## src/rtl/fetch_unit.sv

```systemverilog
// Instruction fetch stage: samples the PC on a fetch request, reads one
// 16-bit instruction over a variable-latency ack handshake, and holds it in
// the instruction register together with the incremented PC.
//
// state | meaning
// ------+-----------------------------------------------------------
// IDLE  | no fetch in flight, IR empty or already consumed
// REQ   | mem_rd asserted, waiting for mem_ack or timeout
// FULL  | IR holds an unconsumed instruction
// ERR   | fetch timed out; parked until flush or reset
module fetch_unit #(
    parameter int unsigned TIMEOUT = 15,
    parameter int unsigned INC     = 2
) (
    input  logic        CLK,
    input  logic        reset,
    input  logic [15:0] PCOut,
    input  logic        fetch_req,
    input  logic        ir_take,
    input  logic        flush,
    output logic [15:0] mem_addr,
    output logic        mem_rd,
    input  logic        mem_ack,
    input  logic [15:0] mem_data,
    output logic [15:0] IR,
    output logic [4:0]  opcode,
    output logic [10:0] IRIn,
    output logic        ir_valid,
    output logic [15:0] pc_next,
    output logic        PCWrite,
    output logic        fetch_err
);

    typedef enum logic [1:0] {
        IDLE = 2'd0,
        REQ  = 2'd1,
        FULL = 2'd2,
        ERR  = 2'd3
    } state_t;

    // Last wait cycle index; an ack on this cycle still wins over the timeout.
    localparam logic [7:0]  CNT_LAST = 8'(TIMEOUT - 1);
    localparam logic [15:0] INC_W    = 16'(INC);

    state_t      state_q;
    logic [7:0]  cnt_q;
    logic [15:0] addr_q;
    logic [15:0] ir_q;
    logic [15:0] pc_next_q;
    logic        rd_q;
    logic        valid_q;
    logic        pcwrite_q;
    logic        err_q;

    // Fetch sequencer with all outputs registered; flush outranks every input.
    always_ff @(posedge CLK or negedge reset) begin
        if (!reset) begin
            state_q   <= IDLE;
            cnt_q     <= '0;
            addr_q    <= '0;
            ir_q      <= '0;
            pc_next_q <= '0;
            rd_q      <= 1'b0;
            valid_q   <= 1'b0;
            pcwrite_q <= 1'b0;
            err_q     <= 1'b0;
        end else begin
            pcwrite_q <= 1'b0;
            case (state_q)
                IDLE: begin
                    if (!flush && fetch_req) begin
                        state_q <= REQ;
                        addr_q  <= PCOut;
                        cnt_q   <= '0;
                        rd_q    <= 1'b1;
                    end
                end
                REQ: begin
                    if (flush) begin
                        state_q <= IDLE;
                        rd_q    <= 1'b0;
                    end else if (mem_ack) begin
                        state_q   <= FULL;
                        ir_q      <= mem_data;
                        pc_next_q <= addr_q + INC_W;
                        pcwrite_q <= 1'b1;
                        valid_q   <= 1'b1;
                        rd_q      <= 1'b0;
                    end else if (cnt_q == CNT_LAST) begin
                        state_q <= ERR;
                        err_q   <= 1'b1;
                        rd_q    <= 1'b0;
                    end else begin
                        cnt_q <= cnt_q + 8'd1;
                    end
                end
                FULL: begin
                    if (flush) begin
                        state_q <= IDLE;
                        valid_q <= 1'b0;
                    end else if (ir_take) begin
                        valid_q <= 1'b0;
                        if (fetch_req) begin
                            // Back-to-back: start the next fetch as this one is consumed.
                            state_q <= REQ;
                            addr_q  <= PCOut;
                            cnt_q   <= '0;
                            rd_q    <= 1'b1;
                        end else begin
                            state_q <= IDLE;
                        end
                    end
                end
                ERR: begin
                    if (flush) begin
                        state_q <= IDLE;
                        err_q   <= 1'b0;
                    end
                end
                default: state_q <= IDLE;
            endcase
        end
    end

    assign mem_addr  = addr_q;
    assign mem_rd    = rd_q;
    assign IR        = ir_q;
    assign opcode    = ir_q[15:11];
    assign IRIn      = ir_q[10:0];
    assign ir_valid  = valid_q;
    assign pc_next   = pc_next_q;
    assign PCWrite   = pcwrite_q;
    assign fetch_err = err_q;

endmodule

```

## config.mk

```make
export PLATFORM = sky130hd
export DESIGN_NAME = fetch_unit
export DESIGN_NICKNAME = d
export VERILOG_FILES = /design/src/rtl/fetch_unit.sv
export SDC_FILE = /design/constraint.sdc
export NUM_CORES = 1
export LEC_CHECK = 0
export CAP_MARGIN = 0
export CORE_ASPECT_RATIO = 1.1
export CORE_MARGIN = 3
export CORE_UTILIZATION = 40
export CTS_CLUSTER_SIZE = 40
export DETAILED_ROUTE_END_ITERATION = 16
export GPL_ROUTABILITY_DRIVEN = 0
export GPL_TIMING_DRIVEN = 0
export PLACE_DENSITY = 0.76
export SLEW_MARGIN = 20
export SYNTH_ARGS = -nofsm -noshare
export SYNTH_HDL_FRONTEND = slang
export SYNTH_SLANG_ARGS = --single-unit
```

## constraint.sdc

```tcl
create_clock -name CLK -period 1.88 [get_ports CLK]
set_clock_uncertainty 0.05 [all_clocks]
set_input_delay 0.188 -clock CLK [delete_from_list [all_inputs] [get_ports CLK]]
set_output_delay 0.188 -clock CLK [all_outputs]
set_load 0.05 [all_outputs]
```

==> results.md, run 1 <==
- Cell with the most instances after synthesis: dfrtp_1
- Commonest cells post-synth: dfrtp_1 (62), mux2_1 (27), buf_4 (19)
- Die Wd: between 80 and 90 um
- Synthesized instance count: 247
- PnR worst setup slack: between 40 and 50 ps
- Final period util: 0.975
- Layout Nets: roughly 410
- Area growth from synthesis to layout: 51.3%
- Via count: 2377
- Cell area power density: 1460 mW/mm^2
- Clock-pin slew on the worst setup and hold paths: 70 ps
- Inserted Diodes: 0
- Detailed Route WL: between 7000 and 8000 um
- Ranking of synthesized cells by area: dfrtp_1 (53%), mux2_1 (10%), buf_4 (4.9%)
- Main flop type after synthesis: dfrtp_1
- Outcome: finished, final reports clean
- IO Port Bufs: 105
- Fill count: ~600
- Leak Pwr: 1.99 nW
- Clock sink count: 62
- Peak supply drop: between 700 and 800 uV
- Syn Area/Cell: between 10 and 15 sq um
- Largest family of logic cells by synthesized area: multiplexers
- Vias in the first global route: roughly 2.3k
- Minimum clock period: 1830 ps
- H-tree levels: 3
- Final Hold Vio Count: 0
- Max-cap violations: 0
- Crit start category: flip-flop
- Critical path peak fanout: 3
- Largest net degree at the start of global routing: 38
- Ys Warns: 0
- Routed wire per std cell: about 16 um
- DRC errors left: 0
- Max Slew Vio Count: 0
- IO Count: around 110
- # rows: 32
- Initial Util: 0.414
- Sequential area share after synthesis: 0.532
- F_max: about 550 MHz
- Core Region: between 0.007 and 0.008 sq mm
- Worst-Margin Slew: 562 ps
- Worst Hold Class: in -> async
- CP arrival: 1600 ps
- Rel. slew slack: 0.625
- FF+latch count, synth: a little over 60
- Die Height: roughly 96 um
- Initial DRC count: slightly below 100
- Die ar.: about 0.0084 sq mm
- Later-pin clock latency in the skew report: roughly 340 ps
- Post-synth top area cell: dfrtp_1
- Pre-antenna DRT Iters: 5
- CP Capture Type: output pin
- Longest Clk Path Bufs: 2
- Top-area cell type share of the netlist area: 0.532
- Net Count, Synth: about 290
- Post-synthesis adder-cell area fraction: 0.0129
- GRT Residual Overflow: 0
- Core Util, Final: 0.626
- Antenna violations before repair: 0
- Total CTS buffers: 9
- First-pass GRT wire length: around 11000 um
- DR vias/cell: roughly 5
- Mapped cell area: approximately 0.0029 sq mm
- Post-Synth Simple-Gate Area: 0.113
- GRT Resource Usage Total: 0.176
- Mux contribution to synthesized area: 0.135
- Unrepaired setup endpoints after global routing: true
- DP Wirelength: slightly above 5000 um
- Xor-xnor portion of the synthesized cell area: 0.0390
- Fraction of layout cells with a size suffix above 1: 0.186
- CTS tree: yes
- Post-synth EDFFs: 0
- Root Driver: clkbuf_8
- Post-synth cell types: 39
- DRT antenna net count: 0
- Final count of negative-setup-slack endpoints: 0
- Post-synthesis compound-gate area fraction: 0.105
- Req. time, crit path: between 1500 and 2000 ps
- Pre-CTS WS: -395 ps
- Post-synth ARST share: 1.00
- CP Class: reg -> out
-- worst max-delay path: stages, from the launching register on --
cell	delay, ps
dfrtp_1	370
buf_4	110
clkdlybuf4s50_1	780
-- worst paths after layout --
path                                         from                       end  slack, ps  cells after the start
max in group asynchronous                   reset    state_q[1]$_DFFE_PN0P_       1010                      3
hold / removal                              reset         PCWrite$_DFF_PN0_        250                      2
min in group CLK                        PCOut[10]  mem_addr[10]$_DFFE_PN0P_        390                      2
setup / recovery               IR[11]$_DFFE_PN0P_                 opcode[0]         50                      2
hold reg to reg            pc_next[0]$_DFFE_PN0P_    pc_next[0]$_DFFE_PN0P_        430                      1
setup reg to reg             cnt_q[0]$_DFFE_PN0P_      cnt_q[3]$_DFFE_PN0P_         60                      7
-- area by class of cell --
type                    count  area (sq um)  share of cell area
clock buffers              13           169              0.0383
repair buffers            114          1160               0.263
well taps                  85           106              0.0241
flip-flops and latches     62          1550               0.352
clock inverters             3          17.5             0.00397
multi-input cells         156          1210               0.274
inverters                   5          18.8             0.00425
plain buffers              24           174              0.0394
-- power by group --
| part | total, mW | internal, mW | switching [mW] | leakage [nW] |
|---|---|---|---|---|
| registers | 2.01 | 1.70 | 0.313 | 0.737 |
| clock network | 1.08 | 0.582 | 0.499 | 0.0954 |
| logic | 3.33 | 1.20 | 2.13 | 1.15 |
| total | 6.42 | 3.48 | 2.94 | 1.99 |
-- flip-flops by register name, summed over array words and instances (netlist names) --
| signal | count |
|---|---|
| state_q | 2 |
| PCWrite | 1 |
| cnt_q | 8 |
| pc_next | 16 |
| fetch_err | 1 |
| mem_addr | 16 |
| IR | 16 |
| mem_rd | 1 |
| ir_valid | 1 |
-- through the flow --
| stage | TNS [ps] | hold slack [ps] | power [mW] | cells | cell area [sq um] |
|---|---|---|---|---|---|
| final | 0 | 248 | 6.42 | 462 | 4410 |
| after global routing | -56.7 | 281 | 6.72 | 462 | 4410 |
| after CTS | 0 | 247 | 6.48 | 458 | 4320 |
| after detailed placement | -13620 | 68.6 | 5.39 | 438 | 4090 |
| after global placement | -103720 | 417 | 5.34 | 437 | 4070 |
| after floorplan | 0 | -158 | 4.21 | 247 | 2920 |
-- per-layer routing --
layer / wire [um] / up-vias / GRT usage
li1: - / 1122 / -
met1: 3050 / 1176 / 0.222
met2: 3590 / 64 / 0.279
met4: 191 / 0 / 0.0972
met5: 0 / - / 0
met3: 360 / 15 / 0.0389
-- cell usage in the layout, fill, tap and decap left out, types with 2 or more instances in the layout --
cell             synthesis  routed
dfrtp_2                  0       2
dfrtp_1                 62      60
inv_1                    5       5
nor2_1                  18      17
nand3_1                 11      10
o211ai_1                 3       3
nand4_1                  4       4
nor4_1                   3       3
o31ai_2                  4       4
clkinv_2                 0       2
nor2_4                   0       2
xnor2_1                  7       7
ha_1                     3       3
o31ai_1                  2       2
xor2_1                   6       6
a21oi_1                 16      16
and3_1                   4       4
nand2_1                  9       9
clkbuf_1                 1       2
clkbuf_8                 0      12
o21ai_0                  8       8
dlygate4sd2_1            0       7
buf_2                    4       4
a31oi_1                  4       4
buf_4                   19      26
mux2_2                   7       7
mux2_1                  27      27
dlymetal6s2s_1           0      16
clkdlybuf4s50_1          0      81
nand2b_1                 4       3
-- cells by family after synthesis --
group	count (synthesis)
and+or+nand+nor	62
DFF	62
AOI/OAI and AO/OA	43
muxes	35
buffers and inverters	29
xor gates and xnor gates	13
adders and majority gates	3
-- timing repair --
action / CTS / global route
hold buffers: 1 / 0
hold endpoints to repair: 25 / 0
pin swaps: 1 / 2
setup buffers: 3 / 4
setup endpoints to repair: 46 / 54
resized for setup: 10 / 24
(Power assumes the default switching activity.)
==> run 2, diff against run 1 <==
--- a/config.mk
+++ b/config.mk
@@ -12,7 +12,6 @@
 export CTS_CLUSTER_SIZE = 40
 export DETAILED_ROUTE_END_ITERATION = 16
 export GPL_ROUTABILITY_DRIVEN = 0
-export GPL_TIMING_DRIVEN = 0
 export PLACE_DENSITY = 0.76
 export SLEW_MARGIN = 20
 export SYNTH_ARGS = -nofsm -noshare
==> run 2 against run 1 <==
Compared with the run above: routed wire length shrank 4.4%; sequential power is essentially flat; critical endpoint is now mem_addr[6]; die area is the same; first-iteration DRC count grew 1.0%.
==> results.md, run 2 (synthesis gave the netlist of run 1 again) <==
- Final period util: 0.976
- Largest net degree at the start of global routing: 30
- Worst Hold Class: in -> async
- Area growth from synthesis to layout: 47.3%
- Final Hold Vio Count: 0
- CP Capture Type: output pin
- Antenna violations before repair: 0
- Max stage delay cell, worst path: clkdlybuf4s50_1
- Crit start category: flip-flop
- Crit path largest cell delay: approximately 840 ps
- Topmost layer with routed signal wires: met4
- Register area: around 0.0016 sq mm
- NetSw: 2.92 mW
- Core Region: between 0.007 and 0.008 sq mm
- CP arrival: around 1600 ps
- Post-route cell area: 0.00430 sq mm
- Critical path's top delay family: buffers and inverters
- Clk pwr share: 0.172
- Die Height: 95.6 um
- Clock sink count: 62
- Initial Util: 0.414
- DRC errors left: 0
- Non-Filler Instances: approximately 450
- DP Wirelength: 5160 um
- CP Class: reg -> out
- Pre-CTS WS: -123 ps
- Unrepaired setup endpoints after global routing: false
- Fill count: 573
- Outcome: finished, final reports clean
- IO Port Bufs: 105
- First-pass GRT wire length: around 12000 um
- F_max: around 550 MHz
- Vias in the first global route: around 2.4k
- Metal-1 WL: 2860 um
- Leading cell type in the layout, fill and taps excluded: clkdlybuf4s50_1
- Placed Area: 0.00408 sq mm
- GRT Resource Usage Total: 0.177
- Initial DRC count: 100
- Met3 WL: between 300 and 400 um
- PnR worst setup slack: 45.3 ps
- Pwr Total: about 6.3 mW
- WL met2: between 3000 and 4000 um
- Later-pin clock latency in the skew report: 320 ps
- Inserted Diodes: 0
- Cells after DPL: 431
- Final count of negative-setup-slack endpoints: 0
- GRT Residual Overflow: 0
- CTS tree: yes
- Area occupied by multi-input gates: between 0.001 and 0.0015 sq mm
- Crit path cell chain: clkdlybuf4s50_1
- Critical path peak fanout: 5
- H-tree levels: 3
- Fraction of layout cells with a size suffix above 1: 0.159
- Clock-pin slew on the worst setup and hold paths: 70 ps
- DRT antenna net count: 0
- Leak Pwr: approximately 1.8 nW
- Routed wire per std cell: about 15 um
- Critical R2R Capture: mem_rd$_DFFE_PN0P_
- Layout Nets: 400
- Max-cap violations: 0
- Pre-antenna DRT Iters: 4
- R2R depth: 7
- Max Slew Vio Count: 0
- Minimum clock period: between 1500 and 2000 ps
- Total CTS buffers: 9
- Detailed Route WL: a little under 7000 um
- Bufs and invs on worst path: 1
- Most frequent cells in the layout: clkdlybuf4s50_1 (95), dfrtp_1 (62), mux2_1 (27)
- Rel. slew slack: 0.633
- Gate power share: 0.511
- Cell area power density: 1470 mW/mm^2
- Die Wd: ~87 um
- Internal reg-to-reg setup slack: 90 ps
- # rows: 32
- Reg2reg start: cnt_q[0]$_DFFE_PN0P_
- DR vias/cell: slightly above 5
- Peak supply drop: 949 uV
- Sequential power share: 0.317
- Longest Clk Path Bufs: 2
- Root Driver: clkbuf_8
- Via count: between 2k and 2.5k
- IO Count: 106
- Int Pwr: between 3 and 4 mW
- Core Util, Final: 0.610
- Worst-Margin Slew: ~550 ps
- Req. time, crit path: around 1600 ps
- Sw Ratio: 0.462
- Die ar.: approximately 0.0084 sq mm
## run 2: cell types whose count changed in the layout (fill, tap and decap cells not counted), moves of 2 or more
cell,change
clkdlybuf4s50_1,+14
dlymetal6s2s_1,-14
buf_4,-7
dlygate4sd2_1,-5
buf_12,+3
buf_2,-3
dfrtp_1,+2
dfrtp_2,-2
## run 2: final cells by class
cell class	instances	area share
sequential	62	0.361
timing repair buffer	125	0.289
multi-input combinational	156	0.277
clock buffer	13	0.0393
tap	85	0.0248
inverter	5	0.00437
clock inverter	3	0.00408
## run 2: worst max-delay path by stage
stage,end,depth (start not counted),start,slack [ps]
2_1_floorplan,cnt_q[3]$_DFFE_PN0P_,7,cnt_q[0]$_DFFE_PN0P_,80
3_3_place_gp,cnt_q[2]$_DFFE_PN0P_,5,flush,-70
3_5_place_dp,cnt_q[7]$_DFFE_PN0P_,5,flush,-120
4_1_cts,mem_addr[9],1,mem_addr[9]$_DFFE_PN0P_,7
5_1_grt,mem_addr[6],1,mem_addr[6]$_DFFE_PN0P_,1
6_report,mem_addr[6],1,mem_addr[6]$_DFFE_PN0P_,50
## run 2: what timing repair did
item	in CTS	in global routing
setup buffers	0	1
pin swaps	0	2
hold buffers	1	0
hold endpoints to repair	38	0
gates resized for setup	3	4
endpoints found under the setup margin	4	3
## run 2: power by group through the flow
stage	Combinational [mW]	Sequential, mW	Clock (mW)
after CTS	3.25	2.01	1.12
final	3.23	2.00	1.08
after detailed placement	3.25	2.03	0
after floorplan	1.04	3.17	0
after global placement	3.22	2.01	0
after global routing	3.38	2.07	1.18
## run 2: routing by layer
layer	global-route usage	vias to the layer above
li1	-	1089
met1	0.226	1119
met2	0.287	67
met3	0.0354	11
met4	0.0831	0
met5	0	-
## run 2: stage by stage
step / hold slack [ps] / setup TNS, ps
2_1_floorplan: -158 / 0
3_3_place_gp: 22.8 / -366
3_5_place_dp: 22.3 / -692
4_1_cts: 203 / 0
5_1_grt: 243 / 0
6_report: 220 / 0
==> run 3, diff against run 2 <==
--- a/config.mk
+++ b/config.mk
@@ -13,7 +13,6 @@
 export DETAILED_ROUTE_END_ITERATION = 16
 export GPL_ROUTABILITY_DRIVEN = 0
 export PLACE_DENSITY = 0.76
-export SLEW_MARGIN = 20
 export SYNTH_ARGS = -nofsm -noshare
 export SYNTH_HDL_FRONTEND = slang
 export SYNTH_SLANG_ARGS = --single-unit
==> results of run 3 <==
Same layout as run 2: the final DEF is identical, and so are final timing and power.
